`config.mk`:
```
export PLATFORM = sky130hd
export DESIGN_NAME = load_mem_issue_flat
export DESIGN_NICKNAME = d
export VERILOG_FILES = /design/src/rtl/load_mem_issue_if.sv /design/src/rtl/load_mem_issue.sv /design/src/flat_wrapper.sv
export SDC_FILE = /design/constraint.sdc
export NUM_CORES = 1
export LEC_CHECK = 0
export CORE_AREA = 2 2 224 226
export DETAILED_ROUTE_END_ITERATION = 8
export DIE_AREA = 0 0 226 228
export PLACE_DENSITY = 0.52
export SLEW_MARGIN = 40
export SYNTH_ARGS = -nofsm -noshare
export SYNTH_HDL_FRONTEND = slang
export SYNTH_SLANG_ARGS = --single-unit
export TNS_END_PERCENT = 5
```
`constraint.sdc`:
```
create_clock -name clock -period 2.35 [get_ports clock]
set_input_delay 0.47 -clock clock [delete_from_list [all_inputs] [get_ports clock]]
set_output_delay 0.47 -clock clock [all_outputs]
set_load 0.05 [all_outputs]
```
`src/rtl/load_mem_issue_if.sv`:
```
// Bundle of the load-queue, memory-request and writeback signals around load_mem_issue.
// The master modport is the issue block's view; slave is the surrounding pipeline and memory.
interface load_mem_issue_if #(
  parameter int TAG_W = 4
) ();
  logic             lq_valid;
  logic [63:0]      lq_addr;
  logic [5:0]       lq_dest_reg;
  logic             lq_pop;

  logic [1:0]       mem_command;
  logic [63:0]      mem_addr;
  logic [TAG_W-1:0] mem_response;
  logic [TAG_W-1:0] mem_tag;
  logic [63:0]      mem_data;

  logic             wb_valid;
  logic [5:0]       wb_dest_reg;
  logic [63:0]      wb_data;
  logic             wb_ready;

  modport master (
    input  lq_valid, lq_addr, lq_dest_reg,
    output lq_pop,
    output mem_command, mem_addr,
    input  mem_response, mem_tag, mem_data,
    output wb_valid, wb_dest_reg, wb_data,
    input  wb_ready
  );

  modport slave (
    output lq_valid, lq_addr, lq_dest_reg,
    input  lq_pop,
    input  mem_command, mem_addr,
    output mem_response, mem_tag, mem_data,
    input  wb_valid, wb_dest_reg, wb_data,
    output wb_ready
  );
endinterface

```
`src/rtl/load_mem_issue.sv`:
```
// Issues loads from the load-queue head to memory, tracks them in a circular load buffer,
// captures out-of-order tagged returns and writes results back strictly in allocation order.
module load_mem_issue #(
  parameter int LB_DEPTH = 4,
  parameter int TAG_W    = 4
) (
  input  logic                 clock,
  input  logic                 reset,
  input  logic                 flush,
  load_mem_issue_if.master     bus
);

  localparam int PTR_W = (LB_DEPTH > 1) ? $clog2(LB_DEPTH) : 1;

  typedef enum logic [1:0] {
    ENTRY_IDLE = 2'd0,
    ENTRY_WAIT = 2'd1,
    ENTRY_DONE = 2'd2
  } entry_state_t;

  entry_state_t     state_q [LB_DEPTH];
  entry_state_t     state_n [LB_DEPTH];
  logic [TAG_W-1:0] tag_q   [LB_DEPTH];
  logic [TAG_W-1:0] tag_n   [LB_DEPTH];
  logic [5:0]       dest_q  [LB_DEPTH];
  logic [5:0]       dest_n  [LB_DEPTH];
  logic [63:0]      data_q  [LB_DEPTH];
  logic [63:0]      data_n  [LB_DEPTH];
  logic [PTR_W-1:0] head_q, head_n;
  logic [PTR_W-1:0] tail_q, tail_n;

  logic full;
  logic issue;
  logic grant;
  logic wb_fire;

  // Full looks only at registered state, so a head freed this cycle cannot admit a new load.
  always_comb begin
    full = 1'b1;
    for (int i = 0; i < LB_DEPTH; i++) begin
      if (state_q[i] == ENTRY_IDLE) full = 1'b0;
    end
  end

  assign issue   = bus.lq_valid & ~full & ~flush;
  assign grant   = issue & (bus.mem_response != '0);
  assign wb_fire = bus.wb_valid & bus.wb_ready;

  assign bus.mem_command = issue ? 2'd1 : 2'd0;
  assign bus.mem_addr    = issue ? bus.lq_addr : 64'd0;
  assign bus.lq_pop      = grant;

  assign bus.wb_valid    = (state_q[head_q] == ENTRY_DONE);
  assign bus.wb_dest_reg = dest_q[head_q];
  assign bus.wb_data     = data_q[head_q];

  // Allocation hits an IDLE tail, capture hits WAIT entries and writeback hits the DONE head,
  // so all three can update the buffer in the same cycle without colliding.
  always_comb begin
    state_n = state_q;
    tag_n   = tag_q;
    dest_n  = dest_q;
    data_n  = data_q;
    head_n  = head_q;
    tail_n  = tail_q;

    if (grant) begin
      state_n[tail_q] = ENTRY_WAIT;
      tag_n[tail_q]   = bus.mem_response;
      dest_n[tail_q]  = bus.lq_dest_reg;
      tail_n          = tail_q + 1'b1;
    end

    for (int i = 0; i < LB_DEPTH; i++) begin
      if ((bus.mem_tag != '0) && (state_q[i] == ENTRY_WAIT) && (tag_q[i] == bus.mem_tag)) begin
        state_n[i] = ENTRY_DONE;
        data_n[i]  = bus.mem_data;
      end
    end

    if (wb_fire) begin
      state_n[head_q] = ENTRY_IDLE;
      head_n          = head_q + 1'b1;
    end

    if (flush) begin
      for (int i = 0; i < LB_DEPTH; i++) begin
        state_n[i] = ENTRY_IDLE;
      end
      head_n = '0;
      tail_n = '0;
    end
  end

  always_ff @(posedge clock) begin
    if (reset) begin
      for (int i = 0; i < LB_DEPTH; i++) begin
        state_q[i] <= ENTRY_IDLE;
        tag_q[i]   <= '0;
        dest_q[i]  <= '0;
        data_q[i]  <= '0;
      end
      head_q <= '0;
      tail_q <= '0;
    end else begin
      state_q <= state_n;
      tag_q   <= tag_n;
      dest_q  <= dest_n;
      data_q  <= data_n;
      head_q  <= head_n;
      tail_q  <= tail_n;
    end
  end

endmodule

```
`src/flat_wrapper.sv`:
```
// flat-port wrapper written by rule: the top's interface ports become plain ports
module load_mem_issue_flat 
#(
  parameter int LB_DEPTH = 4,
  parameter int TAG_W    = 4
)
  (clock, reset, flush, bus_lq_valid, bus_lq_addr, bus_lq_dest_reg, bus_lq_pop, bus_mem_command, bus_mem_addr, bus_mem_response, bus_mem_tag, bus_mem_data, bus_wb_valid, bus_wb_dest_reg, bus_wb_data, bus_wb_ready);
  load_mem_issue_if #(.TAG_W(TAG_W)) bus_i ();
  input  logic clock;
  input  logic reset;
  input  logic flush;
  input wire logic [$bits(bus_i.lq_valid)-1:0] bus_lq_valid;
  input wire logic [$bits(bus_i.lq_addr)-1:0] bus_lq_addr;
  input wire logic [$bits(bus_i.lq_dest_reg)-1:0] bus_lq_dest_reg;
  output wire logic [$bits(bus_i.lq_pop)-1:0] bus_lq_pop;
  output wire logic [$bits(bus_i.mem_command)-1:0] bus_mem_command;
  output wire logic [$bits(bus_i.mem_addr)-1:0] bus_mem_addr;
  input wire logic [$bits(bus_i.mem_response)-1:0] bus_mem_response;
  input wire logic [$bits(bus_i.mem_tag)-1:0] bus_mem_tag;
  input wire logic [$bits(bus_i.mem_data)-1:0] bus_mem_data;
  output wire logic [$bits(bus_i.wb_valid)-1:0] bus_wb_valid;
  output wire logic [$bits(bus_i.wb_dest_reg)-1:0] bus_wb_dest_reg;
  output wire logic [$bits(bus_i.wb_data)-1:0] bus_wb_data;
  input wire logic [$bits(bus_i.wb_ready)-1:0] bus_wb_ready;
  assign bus_i.lq_valid = bus_lq_valid;
  assign bus_i.lq_addr = bus_lq_addr;
  assign bus_i.lq_dest_reg = bus_lq_dest_reg;
  assign bus_lq_pop = bus_i.lq_pop;
  assign bus_mem_command = bus_i.mem_command;
  assign bus_mem_addr = bus_i.mem_addr;
  assign bus_i.mem_response = bus_mem_response;
  assign bus_i.mem_tag = bus_mem_tag;
  assign bus_i.mem_data = bus_mem_data;
  assign bus_wb_valid = bus_i.wb_valid;
  assign bus_wb_dest_reg = bus_i.wb_dest_reg;
  assign bus_wb_data = bus_i.wb_data;
  assign bus_i.wb_ready = bus_wb_ready;
  load_mem_issue #(.LB_DEPTH(LB_DEPTH), .TAG_W(TAG_W)) u_core (.clock(clock), .reset(reset), .flush(flush), .bus(bus_i));
endmodule
```
-- Word level (Yosys, flattened, before mapping)
Index checks and enable logic that the tools add are counted.
- input port bits: 147
- output and inout bits: 138
- register bits: 308
- word-level logic and storage cells: 94
- $lt $le $gt $ge: 4
- muxes and demuxes: 31
- bitwise operators: 13
- reductions and logical operators: 17
- equal/unequal tests: 9
- add/subtract/negate cells: 2
- operators with widths (kind ; count):
    64-bit two-way mux ; 3
    64-bit binary-select mux with 2-bit select ; 1
    24-bit bitwise mux ; 1
    6-bit two-way mux ; 3
    16-bit bitwise mux ; 1
    4-bit equality test ; 4
    2-bit two-way mux ; 8
    8-bit two-way mux ; 2
    6-bit binary-select mux with 2-bit select ; 1
    6-bit demux with 2-bit select ; 1
    1-bit logical AND ; 10
    8-bit bitwise AND ; 1
    2-bit demux with 2-bit select ; 2
    4-bit demux with 2-bit select ; 1
    2-bit by 1-bit equality test with 1-bit output, second input constant ; 4
    2-bit logical NOT ; 4
    8-bit inverter ; 1
    4-bit nonzero test ; 2
    3-bit >= comparator, second input constant ; 2
    3-bit by 1-bit less-than comparator with 1-bit output, second input constant ; 2
    2-bit inverter with 3-bit output ; 2
    1-bit two-way mux ; 5
    2-bit by 1-bit adder with 2-bit output, second input constant ; 2
    1-bit bitwise AND ; 4
    other kinds (8) ; 9

-- Depth between registers and ports, before layout
- depth in word-level cells: 13
- depth in mapped cells: 8
- gate-level depth less buffers: 5

-- Worst setup path before layout
Ideal clock, no wire load.
- kind: input to output
- start: input bus_mem_response[3]
- end: output bus_lq_pop
- buffers on the path: 3
- cell stages on the path: 6
- arrival: 1695 ps
- required time: 1880 ps
- slack: 185 ps
- cells stage by stage: or4_1 o211ai_1 buf_4 inv_2 buf_2 buf_2
- word-level cells in the longest chain between the ends: 2
- ends and longest elaborated chain (what ; RTL line ; RTL):
    start, declared ; flat_wrapper.sv:18 ; input wire logic [$bits(bus_i.mem_response)-1:0] bus_mem_response;
    4-bit nonzero test ; load_mem_issue.sv:46 ; assign grant = issue & (bus.mem_response != '0);
    1-bit bitwise AND ; load_mem_issue.sv:46 ;
    end, declared ; flat_wrapper.sv:15 ; output wire logic [$bits(bus_i.lq_pop)-1:0] bus_lq_pop;
No other way between the ends.

-- Worst setup path in the final report
- start: register u_core.head_q[0]
- end: output bus_wb_data[37]
- word-level cells in the longest chain between the ends: 4
- ends and longest elaborated chain (what ; RTL line ; RTL):
    start, declared ; load_mem_issue.sv:29 ; logic [PTR_W-1:0] head_q, head_n;
    start signal, assigned ; load_mem_issue.sv:110 ; head_q <= head_n;
    2-bit inverter with 3-bit output (implied by the code) ; load_mem_issue.sv:55 ; assign bus.wb_data = data_q[head_q];
    64-bit binary-select mux with 2-bit select ; load_mem_issue.sv:55 ;
    64-bit two-way mux (implied by the code) (2 in a row) ; load_mem_issue.sv:55 ;
    end, declared ; flat_wrapper.sv:23 ; output wire logic [$bits(bus_i.wb_data)-1:0] bus_wb_data;
No other way between the ends. The select of a mux whose other input is x is not followed.

==> impl_metrics.csv <==
group,metric,value,unit
synth,netlist.area_leader.share,0.422,
synth,syn_area_per_cell,10.9,sq um
routing,wl_met2,20600,microns
grt,grt_use_total,0.166,
synth,synth_top_flop_cell,"dfxtp_1",
worst_setup_path,start_kind,"flop",
grt,grt_pass1_vias,11500,
worst_setup_path,arrival,2000,ps
synth,async_flop_share,0,
routing,post_drt_wl_per_cell,18.4,microns
timing,rsz0062_at_grt,"true",
synth,ys_types,41,
placement,dp_hpwl,28200,microns
worst_setup_path,cp.required,1880,ps
finish,insertedDiodeCount,0,
routing,vias_per_cell,4.64,
finish,drive_gt1_frac,0.260,
timing,slew_headroom,0.663,
finish,final_common_cell,"nand2b_1",
job,max-cap-violations,0,
pwr,vdd_ir_drop_max,0.401,mV
timing,final_max_slew_viol_count,0,
floorplanning,die-area,51500,sq um
routing,via_count,10800,
timing,fin_setup_tns,-7770,ps
routing,finalWirelength,42800,microns
grt,grt_pass1_wl,66700,microns
pwr,p_leak,8.75,nW
worst_setup_path,critPathMaxFanout,8,
finish,multi_input_area,8020,sq um
timing,fin_ws,-118,ps
grt,grt_max_degree,86,
finish,register_area,6200,sq um
routing,drt_iter0_drc,558,
synth,ys_seq_elements,308,
routing,drtPass1Iterations,6,
placement,pre_cts_ws,-365,ps
timing,final-setup-viol-count,132,
placement,placed_cell_area,19000,sq um
status,status,"complete, but fails checks",
synth,ys_warn_count,0,
clock_network,clockBufferDepth,3,
synth,netlist_instances,1344,
timing,fmax,405,MHz
worst_setup_path,end_kind,"output pin",
min_path,hold_depth,2,
routing,route.detailed.drc,0,
status,violations,"negative setup slack",
floorplanning,ios,285,
timing,hold_violations,0,
routing,postRouteAntennaNets,0,
pwr,power.density,583,nW/um^2
synth,ys_seq_area_frac,0.422,
finish,final_core_util,0.424,
synth,syn_nets,1499,
synth,ys_top_cells_by_area,"dfxtp_1 42%, mux2i_1 18%, nand2b_1 14%",
routing,dr.max_layer_used,"met5",
finish,stdcell_area,20900,sq um
finish,final_cell_mix,"320 x nand2b_1, 298 x dfxtp_1, 257 x mux2i_1, 144 x clkdlybuf4s50_1, 91 x buf_12",
worst_setup_path,path_class,"reg2out",
clock_network,cts_tree,"yes",
synth,synth_edf_count,0,
floorplanning,die_w,226,microns
timing,fin_crit_sh,1.05,
clock_network,clk_pin_slew,60,ps
clock_network,cts_buffers,36,
min_path,hold_class,"reg2reg",
placement,port_buffers,283,
clock_network,ctsHoldBuffers,0,
finish,final_net_count,1778,
finish,fill_cells,4638,
routing,met3WireLength,2400,microns
timing,worstMarginPinSlew,501,ps
placement,gp_congestion,0.744,
clock_network,root_buffer,"clkbuf_16",
worst_setup_path,reg2regPathDepth,5,
floorplanning,core.rowCount,82,
floorplanning,start_util,0.296,
floorplanning,fp.coreArea,49300,sq um
clock_network,htreeDepth,2,
grt,overflow,0,
synth,syn_area,14600,sq um
routing,met1_length,19100,microns
timing,finClkSkew,30.5,ps
synth,yosysTopAreaCell,"dfxtp_1",
clock_network,clock-sinks,308,
clock_network,worstSkewPairLatency,550,ps
grt,antenna_found_initial,1,
floorplanning,fp.dieH,228,microns
timing,fin_crit,2470,ps
finish,area_growth,43.2,%
-- per-stage QoR --
step | cells | hold WS [ps] | power, mW
2_1_floorplan | 1344 | 445 | 5.90
3_5_place_dp | 2247 | 461 | 6.52
3_3_place_gp | 2247 | 454 | 6.52
6_report | 2319 | 469 | 12.2
4_1_cts | 2320 | 473 | 12.4
5_1_grt | 2319 | 486 | 12.6
-- kinds of logic (layout without fill, tap and decap cells) --
logic type	Yosys count	after routing	synth area share
xor+xnor	17	17	0.0102
simple gates	451	451	0.192
compound gates	104	104	0.0402
other cells	1	1	0.000257
mux	328	328	0.286
fa+ha+maj	8	8	0.00686
buf+inv	127	430	0.0429
flops	308	308	0.422
-- layout make-up --
| class | count | share of cell area |
|---|---|---|
| timing repair buffer | 358 | 0.221 |
| clock inverter | 9 | 0.00527 |
| clock buffer | 53 | 0.0525 |
| inverter | 10 | 0.00180 |
| multi-input combinational | 909 | 0.383 |
| tap | 672 | 0.0402 |
| sequential | 308 | 0.296 |
-- worst paths after layout --
check	from	endpoint	slack, ps
max	u_core.head_q[0]	bus_wb_data[37]	-120
min	u_core.data_q[102]	u_core.data_q[102]	470
max reg2reg	u_core.head_q[0]	u_core.state_q[2]	460
min reg2reg	u_core.data_q[102]	u_core.data_q[102]	470
-- registers in the layout, summed over array words and instances, names as in the netlist --
register	flops
u_core.data_q	256
u_core.dest_q	24
u_core.head_q	2
u_core.state_q	8
u_core.tag_q	16
u_core.tail_q	2
-- worst max-delay path, cell delays in order, from the launching register on --
cell and delay (ps):
dfxtp_4 440, buf_12 150, buf_16 150, mux4_2 520, buf_6 170
-- power breakdown --
| group | internal [mW] | switching, mW | total (mW) |
|---|---|---|---|
| registers | 5.23 | 0.00941 | 5.24 |
| clock network | 3.45 | 2.25 | 5.70 |
| logic | 0.655 | 0.586 | 1.24 |
-- repair_timing --
action                     CTS  global route
gates resized for setup    162            10
cloned                       6             0
pin swaps                   39             9
setup endpoints to repair  137           137
buffers inserted             6             1
-- routing by layer --
layer / vias up / track usage
li1: 5204 / -
met1: 5208 / 0.210
met2: 298 / 0.282
met3: 53 / 0.0429
met4: 2 / 0.0397
met5: - / 0
-- synth_stat cells, types with 2 or more instances --
library cell / count
a2111oi_2: 3
a21oi_1: 44
a221oi_1: 3
and2_1: 64
and4b_1: 3
buf_1: 4
buf_2: 24
buf_4: 19
buf_6: 6
clkbuf_1: 62
clkbuf_2: 2
dfxtp_1: 308
ha_1: 8
inv_1: 7
inv_2: 3
mux2i_1: 257
mux4_2: 71
nand2_1: 3
nand2b_1: 320
nand3_1: 40
nand4b_1: 4
nor2_1: 3
nor2b_1: 5
nor4_1: 4
o211a_1: 2
o21ai_0: 13
o21ai_1: 32
o22ai_1: 2
xnor2_1: 5
xor2_1: 12
Note: power is estimated with default switching activity, not from simulation.
